==> config.mk <==
export PLATFORM = sky130hd
export DESIGN_NAME = pe_seq_table
export DESIGN_NICKNAME = d
export VERILOG_FILES = /design/src/rtl/openNoc_pkt_pkg.sv /design/src/rtl/pe_seq_table.sv
export SDC_FILE = /design/constraint.sdc
export NUM_CORES = 1
export LEC_CHECK = 0
export CAP_MARGIN = 20
export CORE_ASPECT_RATIO = 0.6
export CORE_MARGIN = 2
export CORE_UTILIZATION = 55
export DETAILED_ROUTE_END_ITERATION = 8
export PLACE_DENSITY = 0.7
export SYNTH_ARGS = -nofsm -noshare
export SYNTH_HDL_FRONTEND = slang
export SYNTH_SLANG_ARGS = --single-unit
==> constraint.sdc <==
create_clock -name clk -period 5.8 [get_ports clk]
set_clock_uncertainty 0.2 [all_clocks]
set_input_delay 1.45 -clock clk [delete_from_list [all_inputs] [get_ports clk]]
set_output_delay 1.45 -clock clk [all_outputs]
set_load 0.01 [all_outputs]
==> src/rtl/openNoc_pkt_pkg.sv <==
// openNoc_pkt_pkg: packet payload layout, receive FSM states and dest-field helpers shared by the PE endpoints
// Payload layout (LSB first): tx_time[31:0], seq[47:32], src id from bit 48 (src_y*X+src_x).
// Header below the payload: dest_x in the low x_size bits, then dest_y.
package openNoc_pkt_pkg;
  localparam int TS_LSB = 0;
  localparam int TS_W = 32;
  localparam int SEQ_LSB = 32;
  localparam int SEQ_W = 16;
  localparam int SRC_LSB = 48;
  typedef enum logic [1:0] {ST_IDLE, ST_RUN, ST_DONE} rx_state_e;
  function automatic logic [7:0] dest_x(input logic [15:0] hdr, input int xs);
    return 8'(hdr & 16'((32'd1 << xs) - 32'd1));
  endfunction
  function automatic logic [7:0] dest_y(input logic [15:0] hdr, input int xs, input int ys);
    return 8'((hdr >> xs) & 16'((32'd1 << ys) - 32'd1));
  endfunction
endpackage

==> src/rtl/pe_seq_table.sv <==
// pe_seq_table: per-source expected sequence numbers for the receive checker
// Ports: clk, rstn (async active-low), clr_i (sync clear of every entry),
//   rd_addr_i/rd_data_o (combinational read), we_i/wr_addr_i/wr_data_i (single write port).
module pe_seq_table import openNoc_pkt_pkg::*; #(
  parameter int N = 16,
  parameter int AW = 4
) (
  input  logic             clk,
  input  logic             rstn,
  input  logic             clr_i,
  input  logic [AW-1:0]    rd_addr_i,
  output logic [SEQ_W-1:0] rd_data_o,
  input  logic             we_i,
  input  logic [AW-1:0]    wr_addr_i,
  input  logic [SEQ_W-1:0] wr_data_i
);
  logic [SEQ_W-1:0] tbl_q [N];
  // ids beyond X*Y-1 (non power-of-two meshes) read as 0 and are never written
  assign rd_data_o = (32'(rd_addr_i) < N) ? tbl_q[rd_addr_i] : '0;
  always_ff @(posedge clk or negedge rstn)
    if (!rstn) begin
      for (int i = 0; i < N; i++) tbl_q[i] <= '0;
    end else if (clr_i) begin
      for (int i = 0; i < N; i++) tbl_q[i] <= '0;
    end else if (we_i && 32'(wr_addr_i) < N) begin
      tbl_q[wr_addr_i] <= wr_data_i;
    end
endmodule

==> reports/metrics.csv, run 1 <==
stage;metric;value;unit
worst_setup_path;Crit. End Element;output port;
synth;count of unique library cells instantiated by Yosys;24;
route;via/cell ratio;7.07;
clock_tree;root cell of the clock tree;clkbuf_16;
power;Psw;0.995;mW
worst_setup_path;Worst EP arrival;3.52;ns
power;power per cell area;269;mW/mm^2
synth;Post-synth ARST share;100;%
worst_setup_path;Cell Chain, Critical Path;buf_4 > buf_12 > mux4_2 > a22oi_1 > nand2_1 > clkdlybuf4s50_1;
timing;period utilization;89.1;%
floorplanning;die height;123;um
timing;min cycle time layout;5.17;ns
clock_tree;Worst-Skew Late Latency;0.52;ns
floorplanning;Initial Util;56.1;%
timing;Worst Max-Slew Pin Slew;1.13;ns
worst_setup_path;CP max stage delay;0.53;ns
timing;setup_tns;0;ns
placed_design;pre-CTS setup slack;0.643;ns
cells_and_area;Reg with most FFs;tbl_q;
route;antenna-violating nets left;0;
cells_and_area;NumNets Final;1287;
cells_and_area;Final Cell Area;0.0141;sq mm
global_routing;global route overflow;0;
route;Vias;11200;
global_routing;global-route wire length before repair;64200;um
timing;RSZ-0062 raised after global routing;false;
worst_setup_path;CP required;4.15;ns
route;initial drt markers;1555;
power;Clk pwr share;42.3;%
synth;Mapped Area;0.0130;sq mm
power;Comb power frac;9.9;%
synth;Post-synth EDFFs;0;
timing;Setup WS post-layout;0.634;ns
power;Net Sw Frac;26.2;%
cells_and_area;Fill cells;1957;
synth;share of the synthesized area in the top cell type;49.2;%
worst_setup_path;WS Path Type;input port to output port;
timing;Slew HR;24.4;%
synth;synth cell count leaders;nand3_1, a21oi_1, dfrtp_1, o21ai_0, clkbuf_1;
flow_run;Max-Cap Viols;0;
floorplanning;io pins;44;
timing;max-slew violation count;0;
timing;Hold Fails Final Rpt;0;
power;Pleak;5.46;nW
power;VDD IR-drop max;0.000220;V
route;DRT Wirelength;40700;um
synth;synth top area cells;dfrtp_1, mux4_2, nand3_1;
power;Pint;2.80;mW
clock_tree;CTS tree;done;
cells_and_area;utilization after layout;60.9;%
outcome;run status;finished, final reports clean;
synth;flops & latches, synth;256;
placed_design;count of input and output buffers;43;
clock_tree;TritonCTS Buffers;24;
clock_tree;clock sink total;256;
synth;post-synthesis sequential area ratio;49.2;%
global_routing;number of global-route vias before repair;11000;
clock_tree;Hold-fix buffers, CTS;0;
cells_and_area;Largest register FFs;256;
floorplanning;row count;43;
synth;syn_nets;1377;
synth;Post-Synthesis Cells;1349;
worst_setup_path;Crit-path slowest cell;clkdlybuf4s50_1;
route;TritonRoute pass-1 iters;7;
timing;WHS;0.340;ns
global_routing;largest net degree at the start of global routing;140;
global_routing;GRT Util Overall;33.1;%
placed_design;placed cell areas;0.0133;sq mm
timing;fmax;194;MHz
placed_design;global placer's final weighted congestion;0.807;
synth;syn avg cell area;9.65;sq um
worst_setup_path;crit path max fanout;13;
synth;area leader, netlist;dfrtp_1;
clock_tree;Clock H-tree levels;1;
clock_tree;postcts setup bufs;0;
global_routing;initial antenna violation count;1;
placed_design;Detailed Place HPWL;21100;um
route;Routed WL per cell;25.6;um
clock_tree;Post-CTS Resized;0;
route;DR DRC count;0;
clock_tree;clock transition at the registers of the reported paths;0.06;ns
floorplanning;DIE AREA;0.0249;sq mm
floorplanning;Die Wd;203;um
synth;most numerous cell in the Yosys netlist;nand3_1;
cells_and_area;synthesis-to-finish area growth;8.51;%
synth;top_reg_cell synth;dfrtp_1;
floorplanning;core area;0.0232;sq mm
cells_and_area;layout cells sized above 1;12.2;%
timing;endpoints failing setup;0;
worst_hold_path;HP Class;flop to flop;
clock_tree;maximum clock path buffer count;3;
power;part of the power in registers;47.9;%
worst_setup_path;Worst setup SP type;input port;
cells_and_area;Top Registers;tbl_q: 256 flops;
synth;Yosys warning count;0;
-- through the flow --
| stage | std cells | power [mW] |
|---|---|---|
| floorplan | 1349 | 2.07 |
| CTS | 1589 | 3.80 |
| finish | 1591 | 3.80 |
| detailed placement | 1547 | 2.22 |
| global placement | 1547 | 2.21 |
| global route | 1591 | 3.89 |
-- final timing paths --
check | start | to | slack (ns) | depth (start not counted)
max reg2reg | tbl_q[38] | tbl_q[38] | 4.81 | 2
min | tbl_q[81] | tbl_q[81] | 0.34 | 2
min reg2reg | tbl_q[81] | tbl_q[81] | 0.34 | 2
max in group asynchronous | rstn | tbl_q[24] | 3.35 | 2
min in group asynchronous | rstn | tbl_q[34] | 0.82 | 1
max | rd_addr_i[0] | rd_data_o[12] | 0.63 | 6
-- critical path: cells and delay by family --
kind	cells	cell delay (ns)
compound gates	1	0.31
buf+inv	3	1.05
mux	1	0.50
simple gates	1	0.18
-- area by class of cell --
type | count | area, sq um | share of cell area, %
flip-flops and latches | 256 | 6410 | 45.4
multi-input cells | 900 | 5760 | 40.8
repair buffers | 77 | 772 | 5.47
clock buffers | 35 | 723 | 5.12
well taps | 315 | 394 | 2.79
clock inverters | 7 | 60.1 | 0.425
diodes | 1 | 2.50 | 0.0177
-- routing by layer --
metal / vias to the layer above / track usage, % / wire (um)
li1: 4751 / - / -
met1: 5690 / 47.4 / 16600
met2: 730 / 51.9 / 18600
met3: 74 / 7.12 / 4520
met4: 0 / 8.90 / 956
met5: - / 0.198 / 0
-- cells in the final DEF, fill, tap and decap left out, types with 4 or more instances in the layout --
cell / count
dfrtp_1: 256
a21oi_1: 256
clkinv_2: 6
buf_4: 28
mux4_2: 64
clkbuf_8: 6
buf_12: 7
a22oi_1: 32
clkdlybuf4s50_1: 39
nand2_1: 16
o21ai_0: 256
clkbuf_1: 4
clkbuf_16: 25
nand3_1: 256
-- power by group through the flow --
stage	Clock, mW	Combinational (mW)	Sequential (mW)
floorplan	0	0.219	1.85
global placement	0	0.363	1.85
detailed placement	0	0.367	1.85
CTS	1.61	0.367	1.82
global route	1.68	0.396	1.82
finish	1.61	0.374	1.82
-- cell families after synthesis --
family                 count (synthesis)  share of synthesized area, %
muxes                                 64                          11.1
and+or+nand+nor                      292                          11.3
DFF                                  256                          49.2
buffers and inverters                193                          6.86
AOI/OAI and AO/OA                    544                          21.5
No activity file was read; power rests on OpenSTA's default activity.
==> run 2, diff against run 1 <==
--- a/config.mk
+++ b/config.mk
@@ -5,7 +5,7 @@
 export SDC_FILE = /design/constraint.sdc
 export NUM_CORES = 1
 export LEC_CHECK = 0
-export CAP_MARGIN = 20
+export CAP_MARGIN = 40
 export CORE_ASPECT_RATIO = 0.6
 export CORE_MARGIN = 2
 export CORE_UTILIZATION = 55
==> run 2 against run 1 <==
Die area is the same; sequential power barely moved; register-to-register slack barely moved; via count about the same; routed wire length is essentially flat; critical path depth unchanged; clock power is essentially flat; count of clock-buffer cells in the layout increased by 5; hold slack gained 0.0014 ns; sequential share of layout area shrank 0.32 points; core utilization grew 0.43 points; largest cell class unchanged; largest power group unchanged.
==> reports/metrics.csv, run 2 (synthesis gave the netlist of run 1 again) <==
stage;metric;value;unit
clock_tree;Worst-Skew Late Latency;0.53;ns
clock_tree;Post-CTS Resized;0;
flow_run;Max-Cap Viols;0;
global_routing;global route overflow;0;
placed_design;Detailed Place HPWL;21600;um
floorplanning;row count;43;
worst_hold_path;hold_sp;tbl_q[231];
worst_setup_path;CP required;4.15;ns
route;DR DRC count;0;
power;power per cell area;268;mW/mm^2
clock_tree;root cell of the clock tree;clkbuf_16;
worst_setup_path;FF-to-FF End;tbl_q[18];
placed_design;count of input and output buffers;43;
route;Routed WL per cell;25.5;um
placed_design;global placer's final weighted congestion;0.807;
timing;Setup WS post-layout;0.639;ns
worst_setup_path;FF-to-FF Start;tbl_q[18];
power;Pleak;5.50;nW
clock_tree;Hold-fix buffers, CTS;0;
floorplanning;core area;0.0232;sq mm
route;initial drt markers;1503;
cells_and_area;Largest register FFs;256;
clock_tree;Clock H-tree levels;1;
cells_and_area;synthesis-to-finish area growth;9.28;%
route;via/cell ratio;7.05;
worst_hold_path;HP Class;flop to flop;
worst_setup_path;Reg2Reg Setup Slack;4.82;ns
clock_tree;maximum clock path buffer count;3;
route;Vias;11200;
cells_and_area;Top Registers;tbl_q: 256 flops;
floorplanning;Die Wd;203;um
timing;min cycle time layout;5.16;ns
cells_and_area;Reg with most FFs;tbl_q;
global_routing;number of global-route vias before repair;11100;
clock_tree;clock sink total;256;
worst_setup_path;WS Path Type;input port to output port;
global_routing;largest net degree at the start of global routing;126;
timing;WHS;0.342;ns
timing;RSZ-0062 raised after global routing;false;
timing;endpoints failing setup;0;
global_routing;GRT Util Overall;33.5;%
power;VDD IR-drop max;0.000193;V
timing;Worst Max-Slew Pin Slew;0.999;ns
cells_and_area;most frequent cells in the layout;nand3_1, o21ai_0, a21oi_1, dfrtp_1, mux4_2;
floorplanning;die height;123;um
floorplanning;Initial Util;56.1;%
global_routing;initial antenna violation count;0;
timing;Slew HR;33.4;%
outcome;run status;finished, final reports clean;
route;antenna-violating nets left;0;
floorplanning;io pins;44;
worst_setup_path;Worst setup SP type;input port;
clock_tree;TritonCTS Buffers;24;
worst_hold_path;Hold EP;tbl_q[231];
worst_hold_path;hold path depth;2;
route;DRT Wirelength;40700;um
placed_design;pre-CTS setup slack;0.641;ns
worst_setup_path;Worst Reg-to-Reg Cells;2;
timing;Hold Fails Final Rpt;0;
route;TritonRoute pass-1 iters;5;
worst_setup_path;Crit. End Element;output port;
clock_tree;postcts setup bufs;0;
timing;period utilization;89.0;%
cells_and_area;number of diodes;0;
cells_and_area;NumNets Final;1291;
cells_and_area;Fill cells;1919;
clock_tree;CTS tree;done;
timing;setup_tns;0;ns
timing;fmax;194;MHz
floorplanning;DIE AREA;0.0249;sq mm
timing;max-slew violation count;0;
global_routing;global-route wire length before repair;64600;um
clock_tree;clock transition at the registers of the reported paths;0.06;ns
worst_setup_path;Worst EP arrival;3.51;ns
worst_setup_path;crit path max fanout;13;
cells_and_area;layout cells sized above 1;12.4;%
## run 2: cell types whose count changed in the layout (fill, tap and decap cells not counted)
cell,before,now
buf_12,7,9
clkbuf_8,6,9
inv_6,0,1
clkinv_2,6,2
diode_2,1,0
bufinv_16,1,0
clkbuf_1,4,6
buf_16,0,2
## run 2: worst max-delay path by stage
stage                    end  slack (ns)  depth (start not counted)          from
6_report       rd_data_o[14]        0.64                          6  rd_addr_i[0]
5_1_grt        rd_data_o[12]        0.55                          6  rd_addr_i[0]
4_1_cts        rd_data_o[13]        0.64                          6  rd_addr_i[0]
3_5_place_dp   rd_data_o[14]        0.64                          6  rd_addr_i[0]
3_3_place_gp   rd_data_o[13]        0.66                          6  rd_addr_i[0]
2_1_floorplan  rd_data_o[11]        1.59                          5  rd_addr_i[0]
## run 2: report_power, final
part | internal (mW) | switching, mW
Clock | 0.906 | 0.703
Combinational | 0.0964 | 0.285
Sequential | 1.81 | 0.0115
Total | 2.81 | 0.999
## run 2: through the flow
stage / power [mW] / std cells / instance area, sq um / util, %
finish: 3.81 / 1595 / 14200 / 61.3
CTS: 3.81 / 1595 / 14200 / 61.3
global placement: 2.21 / 1547 / 13300 / 57.4
floorplan: 2.07 / 1349 / 13000 / -
global route: 3.91 / 1595 / 14200 / 61.3
detailed placement: 2.23 / 1552 / 13400 / 57.9
## run 2: per-layer routing
layer / share of wire [%] / track usage [%] / wire (um)
met1: 41 / 48.6 / 16500
met2: 45 / 50.9 / 18500
met3: 11 / 6.80 / 4400
met4: 3.1 / 11.3 / 1270
met5: 0 / 0 / 0
## run 2: area by class of cell
class	count	area [sq um]	share of cell area, %
Clock inverter	3	18.8	0.132
Timing Repair Buffer	81	867	6.10
Clock buffer	40	772	5.43
Multi-Input combinational cell	900	5760	40.5
Sequential cell	256	6410	45.0
Tap cell	315	394	2.77
## run 2: worst max-delay path: stages
cell and delay (ns):
buf_4 0.30, buf_12 0.22, mux4_2 0.52, a22oi_1 0.27, nand2_1 0.20, clkdlybuf4s50_1 0.53
